<file path="src/rtl/ifetch_queue.sv">
// ifetch_queue: sequential instruction prefetch queue between a pipelined req/gnt/rvalid imem and the core fetch stage.
// Define IFQ_BYPASS_EN to forward a response straight onto InstrF when the queue is empty.
module ifetch_queue #(
  parameter int          DEPTH    = 4,
  parameter int          MAX_OUT  = 2,
  parameter logic [31:0] RESET_PC = 32'h0
) (
  input  logic        clk,
  input  logic        reset,
  input  logic [31:0] PCF,
  input  logic        StallF,
  output logic [31:0] InstrF,
  output logic        FetchStall,
  output logic        imem_req,
  output logic [31:0] imem_addr,
  input  logic        imem_gnt,
  input  logic        imem_rvalid,
  input  logic [31:0] imem_rdata
);
  localparam int AW = $clog2(DEPTH);
  localparam int CW = AW + 1;
  localparam logic [CW:0] DEPTH_C   = DEPTH[CW:0];
  localparam logic [CW:0] MAX_OUT_C = MAX_OUT[CW:0];

  logic [31:0]   queue [DEPTH];
  logic [AW-1:0] rd_ptr;
  logic [AW-1:0] wr_ptr;
  logic [CW-1:0] count;
  logic [CW-1:0] inflight;
  logic [CW-1:0] drop_cnt;
  logic [31:0]   sp;
  logic [31:0]   nf_pc;

  logic          redirect;
  logic          q_hit;
  logic          resp_ok;
  logic          bypass;
  logic          hit;
  logic          consume;
  logic          pop;
  logic          push;
  logic          grant;
  logic [CW:0]   reserved;
  logic [CW:0]   outstanding;

  assign redirect = (PCF != sp);
  assign q_hit    = (count != '0) && !redirect;
  // A response is usable only when no stale responses are still owed to a flushed stream.
  assign resp_ok  = imem_rvalid && !redirect && (drop_cnt == '0) && (inflight != '0);

`ifdef IFQ_BYPASS_EN
  assign bypass = resp_ok && (count == '0);
`else
  assign bypass = 1'b0;
`endif

  assign hit        = q_hit || bypass;
  assign consume    = hit && !StallF;
  assign pop        = consume && q_hit;
  assign push       = resp_ok && !(bypass && !StallF);
  assign FetchStall = !hit;
  assign InstrF     = q_hit ? queue[rd_ptr] : (bypass ? imem_rdata : 32'h0);

  // Queue slots are reserved at issue; stale (dropped) requests still occupy memory-side credits.
  assign reserved    = {1'b0, count} + {1'b0, inflight};
  assign outstanding = {1'b0, inflight} + {1'b0, drop_cnt};
  assign imem_req    = !reset && !redirect && (reserved < DEPTH_C) && (outstanding < MAX_OUT_C);
  assign imem_addr   = nf_pc;
  assign grant       = imem_req && imem_gnt;

  always_ff @(posedge clk or posedge reset) begin
    if (reset) begin
      rd_ptr   <= '0;
      wr_ptr   <= '0;
      count    <= '0;
      inflight <= '0;
      drop_cnt <= '0;
      sp       <= RESET_PC;
      nf_pc    <= RESET_PC;
    end else if (redirect) begin
      rd_ptr   <= wr_ptr;
      count    <= '0;
      sp       <= PCF;
      nf_pc    <= PCF;
      inflight <= '0;
      // Everything still owed by memory belongs to the old stream; a response landing now is one of them.
      drop_cnt <= drop_cnt + inflight - CW'(imem_rvalid && ((drop_cnt != '0) || (inflight != '0)));
    end else begin
      if (grant)   nf_pc  <= nf_pc + 32'd4;
      if (consume) sp     <= sp + 32'd4;
      if (pop)     rd_ptr <= rd_ptr + 1'b1;
      if (push)    wr_ptr <= wr_ptr + 1'b1;
      count    <= count + CW'(push) - CW'(pop);
      inflight <= inflight + CW'(grant) - CW'(resp_ok);
      if (imem_rvalid && (drop_cnt != '0)) drop_cnt <= drop_cnt - 1'b1;
    end
  end

  always_ff @(posedge clk) begin
    if (push) queue[wr_ptr] <= imem_rdata;
  end

`ifndef SYNTHESIS
  a_pc_aligned: assert property (@(posedge clk) disable iff (reset) PCF[1:0] == 2'b00);
  a_no_stray_rvalid: assert property (@(posedge clk) disable iff (reset)
    imem_rvalid |-> ((inflight != '0) || (drop_cnt != '0)));
`endif

endmodule

</file>
<file path="config.mk">
export PLATFORM = sky130hd
export DESIGN_NAME = ifetch_queue
export DESIGN_NICKNAME = d
export VERILOG_FILES = /design/src/rtl/ifetch_queue.sv
export SDC_FILE = /design/constraint.sdc
export NUM_CORES = 1
export LEC_CHECK = 0
export BUFFER_PORTS_ARGS = -buffer_cell sky130_fd_sc_hd__buf_2
export CAP_MARGIN = 40
export CORE_MARGIN = 4
export CORE_UTILIZATION = 55
export CTS_BUF_LIST = sky130_fd_sc_hd__clkbuf_16
export CTS_CLUSTER_SIZE = 20
export DETAILED_ROUTE_END_ITERATION = 7
export PLACE_DENSITY = 0.86
export REMOVE_ABC_BUFFERS = 1
export SLEW_MARGIN = 40
export SYNTH_ARGS = -nofsm -noshare
export SYNTH_HDL_FRONTEND = slang
export SYNTH_SLANG_ARGS = --single-unit
</file>
<file path="constraint.sdc">
create_clock -name clk -period 8.6 [get_ports clk]
set_clock_uncertainty 0.1 [all_clocks]
set_input_delay 1.72 -clock clk [delete_from_list [all_inputs] [get_ports clk]]
set_output_delay 1.72 -clock clk [all_outputs]
set_load 0.005 [all_outputs]
</file>
==> flow_metrics.env, run 1 <==
export IMPL_grt_pass1_vias=6115
export IMPL_area_delta_synth_final_pct=16.3
export IMPL_startpoint_type="input port"
export IMPL_clk_path_buf_depth=3
export IMPL_timing_final_crit_share_pct=67.0
export IMPL_async_flop_share_pct=36.9
export IMPL_finalInstanceArea_um2=11400
export IMPL_synth_edf_count=128
export IMPL_worst_r2r_setup_slack_ps=4600
export IMPL_postCtsResizedCells=0
export IMPL_fin_util_pct=65.6
export IMPL_leakage_nw=4.40
export IMPL_nets=893
export IMPL_antenna_left=0
export IMPL_startpoint="PCF[27]"
export IMPL_whs_path_depth=1
export IMPL_slowest_delay_ps=490
export IMPL_overflow=0
export IMPL_drt_iter0_markers=338
export IMPL_fill_cells=1256
export IMPL_wl_per_cell_um=19.8
export IMPL_min_period_ps=5760
export IMPL_cts_buffers=22
export IMPL_setup_tns_ps=0
export IMPL_holdPathEnd="wr_ptr[1]"
export IMPL_io_pins=135
export IMPL_synth_flop_cell="edfxtp_1"
export IMPL_ys_warnings_count=0
export IMPL_drcViolationCount=0
export IMPL_port_buffers=134
export IMPL_die_x_um=142
export IMPL_route_vias_total=5897
export IMPL_ir_worst_vdd_mv=0.131
export IMPL_synth_area_leaders="edfxtp_1 (39%), dfrtp_1 (19%), mux4_2 (7.3%)"
export IMPL_drive_above_1_share_pct=34.4
export IMPL_synth_seq_cells=203
export IMPL_path_class="in2out"
export IMPL_clock_latency_ps=490
export IMPL_maxCapViolations=0
export IMPL_antenna_found_initial=3
export IMPL_timing_rr_start="sp[2]"
export IMPL_finalSetupViolCount=0
export IMPL_cp_arrival_ps=3940
export IMPL_slowest_stage="or3_1"
export IMPL_syn_inst=668
export IMPL_critPathTopFamily="simple AND/OR/NAND/NOR gates"
export IMPL_worstPathMaxFanout=33
export IMPL_place_congestion=0.816
export IMPL_worstMarginPinSlew_ps=813
export IMPL_synth_top_area_share_pct=39.1
export IMPL_hold_viol_final=0
export IMPL_r2r_cells=14
export IMPL_initial_core_util_pct=56.4
export IMPL_synth_most_common_cell="edfxtp_1"
export IMPL_cts_tree="built"
export IMPL_cts_sinks=203
export IMPL_relSlewSlack_pct=45.6
export IMPL_ys_seq_area_share_pct=58.2
export IMPL_cts_hold_buf=0
export IMPL_finalPower_mw=2.19
export IMPL_r2r_end="inflight[2]"
export IMPL_synth_top_cell_by_area="edfxtp_1"
export IMPL_cp_cell_sequence="buf_2 -> xor2_1 -> nor4_1 -> nand4_1 -> or3_1 -> buf_4 -> nor2b_1 -> buf_2"
export IMPL_dieHeight_um=142
export IMPL_pwr_density_cell_nw_per_um2=192
export IMPL_worstPathRequired_ps=6780
export IMPL_critPathBufInv=3
export IMPL_rows=48
export IMPL_htreeDepth=1
export IMPL_routed_wl_um=20600
export IMPL_status="complete, no violations"
export IMPL_drt_pass1_iterations=5
export IMPL_worstHoldStart="wr_ptr[1]"
export IMPL_max_freq_ghz=0.174
export IMPL_path_common_cell="buf_2"
export IMPL_avgSynthCellArea_um2=14.7
export IMPL_final_max_slew_violation_count=0
export IMPL_synthDistinctLibCells=43
export IMPL_core_area_um2=17400
export IMPL_clkTransAtPathRegs_ps=60
export IMPL_netlist_area_um2=9830
export IMPL_die_area_um2=20100
export IMPL_cts_root_buf="clkbuf_16"
export IMPL_end_kind="output pin"
export IMPL_grt_max_degree=68
export IMPL_grt_setup_unrepaired="no"
export IMPL_via_per_inst=5.65
export IMPL_synth_common_cells="edfxtp_1 (128), dfrtp_1 (75), xor2_1 (58)"
export IMPL_place_hpwl_um=13800
export IMPL_cts_setup_buffers=0
export IMPL_placed_cell_area_um2=10700
export IMPL_track_usage_pct=20.8
export IMPL_hp_class="reg2reg"
export IMPL_grt_first_pass_wirelength_um=33000
[registers in the layout (all words and copies together) (netlist names)]
register / cells
rd_ptr: 2
queue: 128
drop_cnt: 3
count: 3
inflight: 3
imem_addr: 31
sp: 31
wr_ptr: 2
[through the flow]
| step | setup slack [ps] | std cells | hold WS (ps) |
|---|---|---|---|
| after floorplan | 873 | 633 | 434 |
| after global placement | 2790 | 1002 | 459 |
| after detailed placement | 2880 | 1002 | 472 |
| after CTS | 2850 | 1042 | 485 |
| after global routing | 2680 | 1043 | 501 |
| final | 2840 | 1043 | 488 |
[kinds of logic after synthesis]
logic type                 share of synthesized area [%]
xor gates and xnor gates                            8.56
adders and majority gates                           3.23
AOI/OAI and AO/OA                                  0.968
DFF                                                 58.2
buffers and inverters                               2.37
and+or+nand+nor                                     11.7
muxes                                               15.0
[cells in the final DEF, fill, tap and decap left out, drive strengths merged, types with 14 or more instances in the layout]
cell / synthesis / layout
nand3: 15 / 15
nand4: 25 / 25
ha: 19 / 19
edfxtp: 128 / 128
mux2: 63 / 63
xor2: 58 / 58
dfrtp: 75 / 75
nor3: 18 / 18
and4: 14 / 14
mux4: 32 / 32
clkbuf: 20 / 23
and2: 14 / 14
buf: 15 / 144
xnor2: 38 / 38
nor4: 20 / 20
inv: 17 / 22
nand2: 18 / 18
nor2b: 33 / 33
[worst max-delay path by stage]
stage                 end  depth (start not counted)
2_1_floorplan    imem_req                          5
3_3_place_gp   InstrF[25]                          8
3_5_place_dp   InstrF[25]                          8
4_1_cts        InstrF[12]                          8
5_1_grt        InstrF[12]                          8
6_report       InstrF[12]                          8
[power breakdown]
| part | switching, mW | internal [mW] | leakage [nW] |
|---|---|---|---|
| Combinational | 0.109 | 0.0874 | 2.00 |
| Clock | 0.362 | 0.543 | 0.363 |
| Sequential | 0.0257 | 1.06 | 2.04 |
[per-layer routing]
| metal | part of all wire [%] | global-route usage (%) | wire [µm] |
|---|---|---|---|
| met4 | 1.3 | 3.94 | 266 |
| met5 | 0.13 | 0 | 27 |
| met1 | 43 | 28.6 | 8790 |
| met3 | 5.9 | 3.84 | 1220 |
| met2 | 50 | 35.3 | 10300 |
[cell type report]
type                       count  area [µm²]  area share, %
timing repair buffer         144         753           6.59
antenna                        1        2.50         0.0219
sequential                   203        5720           50.1
clock buffer                  23         576           5.04
inverter                      17        63.8          0.558
tap                          225         282           2.46
clock inverter                17         130           1.14
multi-input combinational    413        3900           34.1
Power figures use the tool's default switching activity.
==> run 2: changes to the inputs <==
- clock period: 8.6 -> 5.55 ns (I/O delays scaled with it)
==> run 2 against run 1 <==
  * Non-clock buffer count grew 1
  * Hold slack gained 5.3 ps
  * Final area grew 0.20%
  * Via count grew 2.0%
  * Global-route usage grew 0.18 points
  * Utilization grew 0.13 points
  * Cell count is essentially flat
  * Clock-buffer cell count is the same
  * Wire length grew 0.71%
  * Power grew 57%
  * Worst setup slack lost 1800 ps
  * Sequential share of layout area shrank 0.098 points
  * Highest routed layer unchanged
==> flow_metrics.env, run 2 (same netlist as run 1, synthesis figures left out) <==
export IMPL_htreeDepth=1
export IMPL_worstPathRequired_ps=4340
export IMPL_cts_root_buf="clkbuf_16"
export IMPL_finalSetupViolCount=0
export IMPL_largest_register_ffs=128
export IMPL_track_usage_pct=21.0
export IMPL_maxCapViolations=0
export IMPL_drive_above_1_share_pct=34.6
export IMPL_status="complete, no violations"
export IMPL_io_pins=135
export IMPL_largest_register="queue"
export IMPL_port_buffers=134
export IMPL_grt_first_pass_wirelength_um=33400
export IMPL_dieHeight_um=142
export IMPL_internal_power_mw=2.66
export IMPL_postCtsResizedCells=0
export IMPL_p_clk_share_pct=42.1
export IMPL_finalPower_mw=3.43
export IMPL_die_area_um2=20100
export IMPL_startpoint_type="input port"
export IMPL_die_x_um=142
export IMPL_worstPathMaxFanout=33
export IMPL_nets=894
export IMPL_drt_iter0_markers=419
export IMPL_place_congestion=0.841
export IMPL_rows=48
export IMPL_clock_latency_ps=490
export IMPL_pwr_density_cell_nw_per_um2=300
export IMPL_finalInstanceArea_um2=11500
export IMPL_path_class="in2out"
export IMPL_grt_setup_unrepaired="no"
export IMPL_routed_wl_um=20800
export IMPL_cp_cell_sequence="buf_2 -> xor2_1 -> nor4_1 -> nand4_1 -> or3_1 -> buf_4 -> nor2b_1 -> buf_2"
export IMPL_worstMarginPinSlew_ps=850
export IMPL_core_area_um2=17400
export IMPL_place_hpwl_um=14000
export IMPL_mostFrequentLayoutCell="buf_2"
export IMPL_cts_buffers=22
export IMPL_end_kind="output pin"
export IMPL_hold_viol_final=0
export IMPL_combPwrFrac_pct=8.8
export IMPL_overflow=0
export IMPL_initial_core_util_pct=56.4
export IMPL_route_vias_total=6016
export IMPL_clkTransAtPathRegs_ps=60
export IMPL_seq_power_share_pct=49.1
export IMPL_hp_class="reg2reg"
export IMPL_via_per_inst=5.77
export IMPL_cts_tree="built"
export IMPL_grt_max_degree=50
export IMPL_cp_arrival_ps=3310
export IMPL_grt_pass1_vias=6223
export IMPL_placed_cell_area_um2=10700
export IMPL_cts_sinks=203
export IMPL_antenna_found_initial=3
export IMPL_max_freq_ghz=0.221
export IMPL_wl_per_cell_um=19.9
export IMPL_area_delta_synth_final_pct=16.5
export IMPL_slowest_stage="or3_1"
export IMPL_ir_worst_vdd_mv=0.262
export IMPL_drt_pass1_iterations=4
export IMPL_final_cell_mix="buf_2 (134), edfxtp_1 (128), dfrtp_1 (74)"
export IMPL_worst_r2r_setup_slack_ps=1900
export IMPL_antenna_left=0
export IMPL_leakage_nw=4.42
export IMPL_clk_path_buf_depth=3
export IMPL_holdWs_ps=493
export IMPL_drcViolationCount=0
export IMPL_timing_final_crit_share_pct=81.5
export IMPL_min_period_ps=4520
export IMPL_p_sw_uw=769
export IMPL_p_sw_share_pct=22.4
export IMPL_cts_hold_buf=0
export IMPL_relSlewSlack_pct=43.2
export IMPL_final_max_slew_violation_count=0
export IMPL_cts_setup_buffers=0
export IMPL_fill_cells=1251
export IMPL_path_common_cell="buf_2"
export IMPL_slowest_delay_ps=490
[run 2: cell types whose count changed in the layout (fill, tap and decap cells not counted)]
cell       previous run  this run
buf_6                 2         0
clkinv_4              1         0
inv_6                 1         0
clkinv_1              6         2
bufinv_16             2         3
buf_12                0         1
clkinv_2              3         4
inv_1                20        22
buf_4                 8        10
[run 2: power by group through the flow]
stage               clock [mW]  sequential (mW)  combinational, mW
floorplan                    0             1.71              0.195
finish                    1.44             1.68              0.302
CTS                       1.47             1.68              0.305
global route              1.55             1.69              0.343
detailed placement           0             1.71              0.303
global placement             0             1.71              0.294
[run 2: worst max-delay path: cells and delay by family]
| kind | cells | cell delay, ps |
|---|---|---|
| AND/OR/NAND/NOR | 4 | 1490 |
| buffers and inverters | 3 | 510 |
| XOR/XNOR | 1 | 180 |
[run 2: worst paths after layout]
path,endpoint,depth (start not counted),from
worst min register to register,wr_ptr[1],1,wr_ptr[1]
worst max-delay path,InstrF[14],8,PCF[19]
min in group asynchronous,imem_addr[3],2,reset
worst min-delay path,wr_ptr[1],1,wr_ptr[1]
worst max register to register,count[2],13,sp[19]
max in group asynchronous,sp[25],3,reset
[run 2: layout make-up]
class | instances | area (µm²) | share of cell area, %
Timing Repair Buffer | 145 | 766 | 6.69
Inverter | 17 | 63.8 | 0.557
Multi-Input combinational cell | 413 | 3900 | 34.1
Sequential cell | 203 | 5720 | 50.0
Clock buffer | 23 | 576 | 5.03
Tap cell | 225 | 282 | 2.46
Clock inverter | 15 | 140 | 1.22
Antenna cell | 1 | 2.50 | 0.0219
[run 2: metrics by stage]
| stage | setup TNS (ps) | std cells | util (%) | setup WS, ps |
|---|---|---|---|---|
| 6_report | 0 | 1042 | 65.8 | 1030 |
| 5_1_grt | 0 | 1042 | 65.8 | 889 |
| 4_1_cts | 0 | 1041 | 65.7 | 1040 |
| 3_5_place_dp | 0 | 1003 | 61.6 | 1050 |
| 3_3_place_gp | 0 | 1002 | 61.4 | 1030 |
| 2_1_floorplan | -3360 | 633 | - | -1030 |
[run 2: per-layer routing]
layer	wire (µm)	share of wire [%]	vias up	global-route usage, %
li1	-	-	2777	-
met1	8640	42	2973	28.8
met2	10200	49	217	34.5
met3	1430	6.9	45	3.98
met4	528	2.5	4	6.01
met5	26	0.13	-	0
==> run 3: changes to the inputs <==
- CORE_UTILIZATION: 55 -> 52
- PLACE_DENSITY: 0.86 -> 0.85
- clock period: 5.55 -> 3.8 ns (I/O delays scaled with it)
==> run 3 against run 2 <==
  * Clock power increased by 47%
  * Sequential share of layout area decreased by 0.69 points
  * Worst setup slack got worse by 890 ps
  * Sequential cell count unchanged
  * Utilization decreased by 3.5 points
  * Wire length decreased by 3.9%
  * First-iteration DRC count decreased by 19%
  * Non-clock buffer count increased by 7
  * Final area increased by 1.4%
  * Die area increased by 5.4%
  * Global-route usage decreased by 2.3 points
==> flow_metrics.env, run 3 (same netlist as run 1, synthesis figures left out) <==
export IMPL_status="complete, no violations"
export IMPL_max_freq_ghz=0.273
export IMPL_final_max_slew_violation_count=0
export IMPL_largest_register="queue"
export IMPL_grt_first_pass_wirelength_um=32500
export IMPL_track_usage_pct=18.7
export IMPL_hp_class="in2async"
export IMPL_leakage_nw=4.44
export IMPL_clock_latency_ps=490
export IMPL_clk_path_buf_depth=3
export IMPL_pwr_density_cell_nw_per_um2=432
export IMPL_top_layer="met4"
export IMPL_die_area_um2=21200
export IMPL_multiInputGateArea_um2=3900
export IMPL_cts_buffers=22
export IMPL_seq_area_um2=5720
export IMPL_drt_pass1_iterations=4
export IMPL_fill_cells=1350
export IMPL_finalSetupViolCount=0
export IMPL_core_area_um2=18600
export IMPL_cp_arrival_ps=2800
export IMPL_fin_util_pct=62.3
export IMPL_dieHeight_um=145
export IMPL_grt_pass1_vias=6190
export IMPL_cts_setup_buffers=0
export IMPL_final_cell_mix="buf_2 (134), edfxtp_1 (128), dfrtp_1 (74)"
export IMPL_worstPathRequired_ps=2940
export IMPL_worstPathMaxFanout=33
export IMPL_routed_wl_um=20000
export IMPL_holdWs_ps=209
export IMPL_antenna_left=0
export IMPL_nets=901
export IMPL_cts_root_buf="clkbuf_16"
export IMPL_slowest_delay_ps=420
export IMPL_maxCapViolations=0
export IMPL_drt_iter0_markers=341
export IMPL_cp_cell_sequence="xor2_1 -> nor4_2 -> nand4_1 -> buf_4 -> or3_1 -> buf_12 -> nor2b_1 -> buf_2"
export IMPL_clkTransAtPathRegs_ps=60
export IMPL_rows=50
export IMPL_cts_sinks=203
export IMPL_route_vias_total=5983
export IMPL_drcViolationCount=0
export IMPL_place_hpwl_um=13700
export IMPL_mostFrequentLayoutCell="buf_2"
export IMPL_area_delta_synth_final_pct=18.2
export IMPL_cts_tree="built"
export IMPL_io_pins=135
export IMPL_htreeDepth=1
export IMPL_wl_met1_um=8470
export IMPL_routed_wl_met2_um=9840
export IMPL_diodes=0
export IMPL_antenna_found_initial=0
export IMPL_ir_worst_vdd_mv=0.287
export IMPL_worstMarginPinSlew_ps=719
export IMPL_initial_core_util_pct=52.7
export IMPL_wl_per_cell_um=18.9
export IMPL_grt_max_degree=67
export IMPL_port_buffers=134
export IMPL_overflow=0
export IMPL_cts_hold_buf=0
export IMPL_slowest_stage="dfrtp_1"
export IMPL_setup_tns_ps=0
export IMPL_via_per_inst=5.65
export IMPL_worst_slack_ps=140
export IMPL_largest_register_ffs=128
export IMPL_end_kind="output pin"
export IMPL_dr_wl_met3_um=1250
export IMPL_relSlewSlack_pct=52.1
export IMPL_place_congestion=0.779
export IMPL_die_x_um=145
export IMPL_drive_above_1_share_pct=36.1
export IMPL_timing_final_crit_share_pct=96.3
export IMPL_dp_worst_setup_slack_ps=-20.2
export IMPL_grt_setup_unrepaired="no"
export IMPL_min_period_ps=3660
export IMPL_startpoint_type="flop"
export IMPL_hold_viol_final=0
export IMPL_path_class="reg2out"
-- run 3: cell count changes in the layout (fill, tap and decap cells not counted), sizes merged --
| cell | delta |
|---|---|
| clkinv | +1 |
| buf | +7 |
| clkinvlp | +6 |
| bufinv | -1 |
| inv | -4 |
| diode | -1 |
-- run 3: per-stage QoR --
| stage | total power, mW | area (µm²) | cells |
|---|---|---|---|
| 2_1_floorplan | 2.78 | 9660 | 633 |
| 3_3_place_gp | 2.93 | 10900 | 1019 |
| 3_5_place_dp | 2.95 | 10900 | 1019 |
| 4_1_cts | 5.09 | 11600 | 1059 |
| 5_1_grt | 5.24 | 11600 | 1059 |
| 6_report | 5.02 | 11600 | 1059 |
-- run 3: area by class of cell --
type / instances / area share (%)
flip-flops and latches: 203 / 49.3
multi-input cells: 413 / 33.6
repair buffers: 152 / 7.72
clock buffers: 23 / 4.96
well taps: 234 / 2.52
clock inverters: 17 / 1.38
inverters: 17 / 0.571
-- run 3: worst paths after layout --
check | slack [ps] | startpoint | cells past startpoint | to
max | 140 | sp[29] | 8 | InstrF[20]
min | 210 | reset | 2 | imem_addr[4]
max reg2reg | 540 | inflight[1] | 8 | imem_addr[31]
min reg2reg | 490 | wr_ptr[1] | 1 | wr_ptr[1]
max in group asynchronous | 2780 | reset | 3 | imem_addr[23]
min in group clk | 300 | PCF[1] | 1 | sp[1]
-- run 3: layer usage --
metal,global-route usage (%),vias to the layer above
met5,0,-
met4,4.51,0
met3,3.61,30
met2,31.7,200
met1,25.2,2965
li1,-,2788
-- run 3: critical path, delay by kind of cell, from the launching register on --
kind                      cells  cell delay, ps
xor gates and xnor gates      1             180
buffers and inverters         3             540
and+or+nand+nor               4            1150
DFF                           1             420
-- run 3: where the power goes --
group          internal (mW)  switching [mW]  total (mW)
registers               2.40          0.0545        2.46
clock network           1.25           0.867        2.12
logic                  0.202           0.244       0.446
total                   3.85            1.17        5.02
-- run 3: timing repair --
| action | CTS | global route |
|---|---|---|
| endpoints found under the setup margin | 2 | 1 |
| hold endpoints to repair | 0 | 0 |
| gates resized for setup | 1 | 1 |
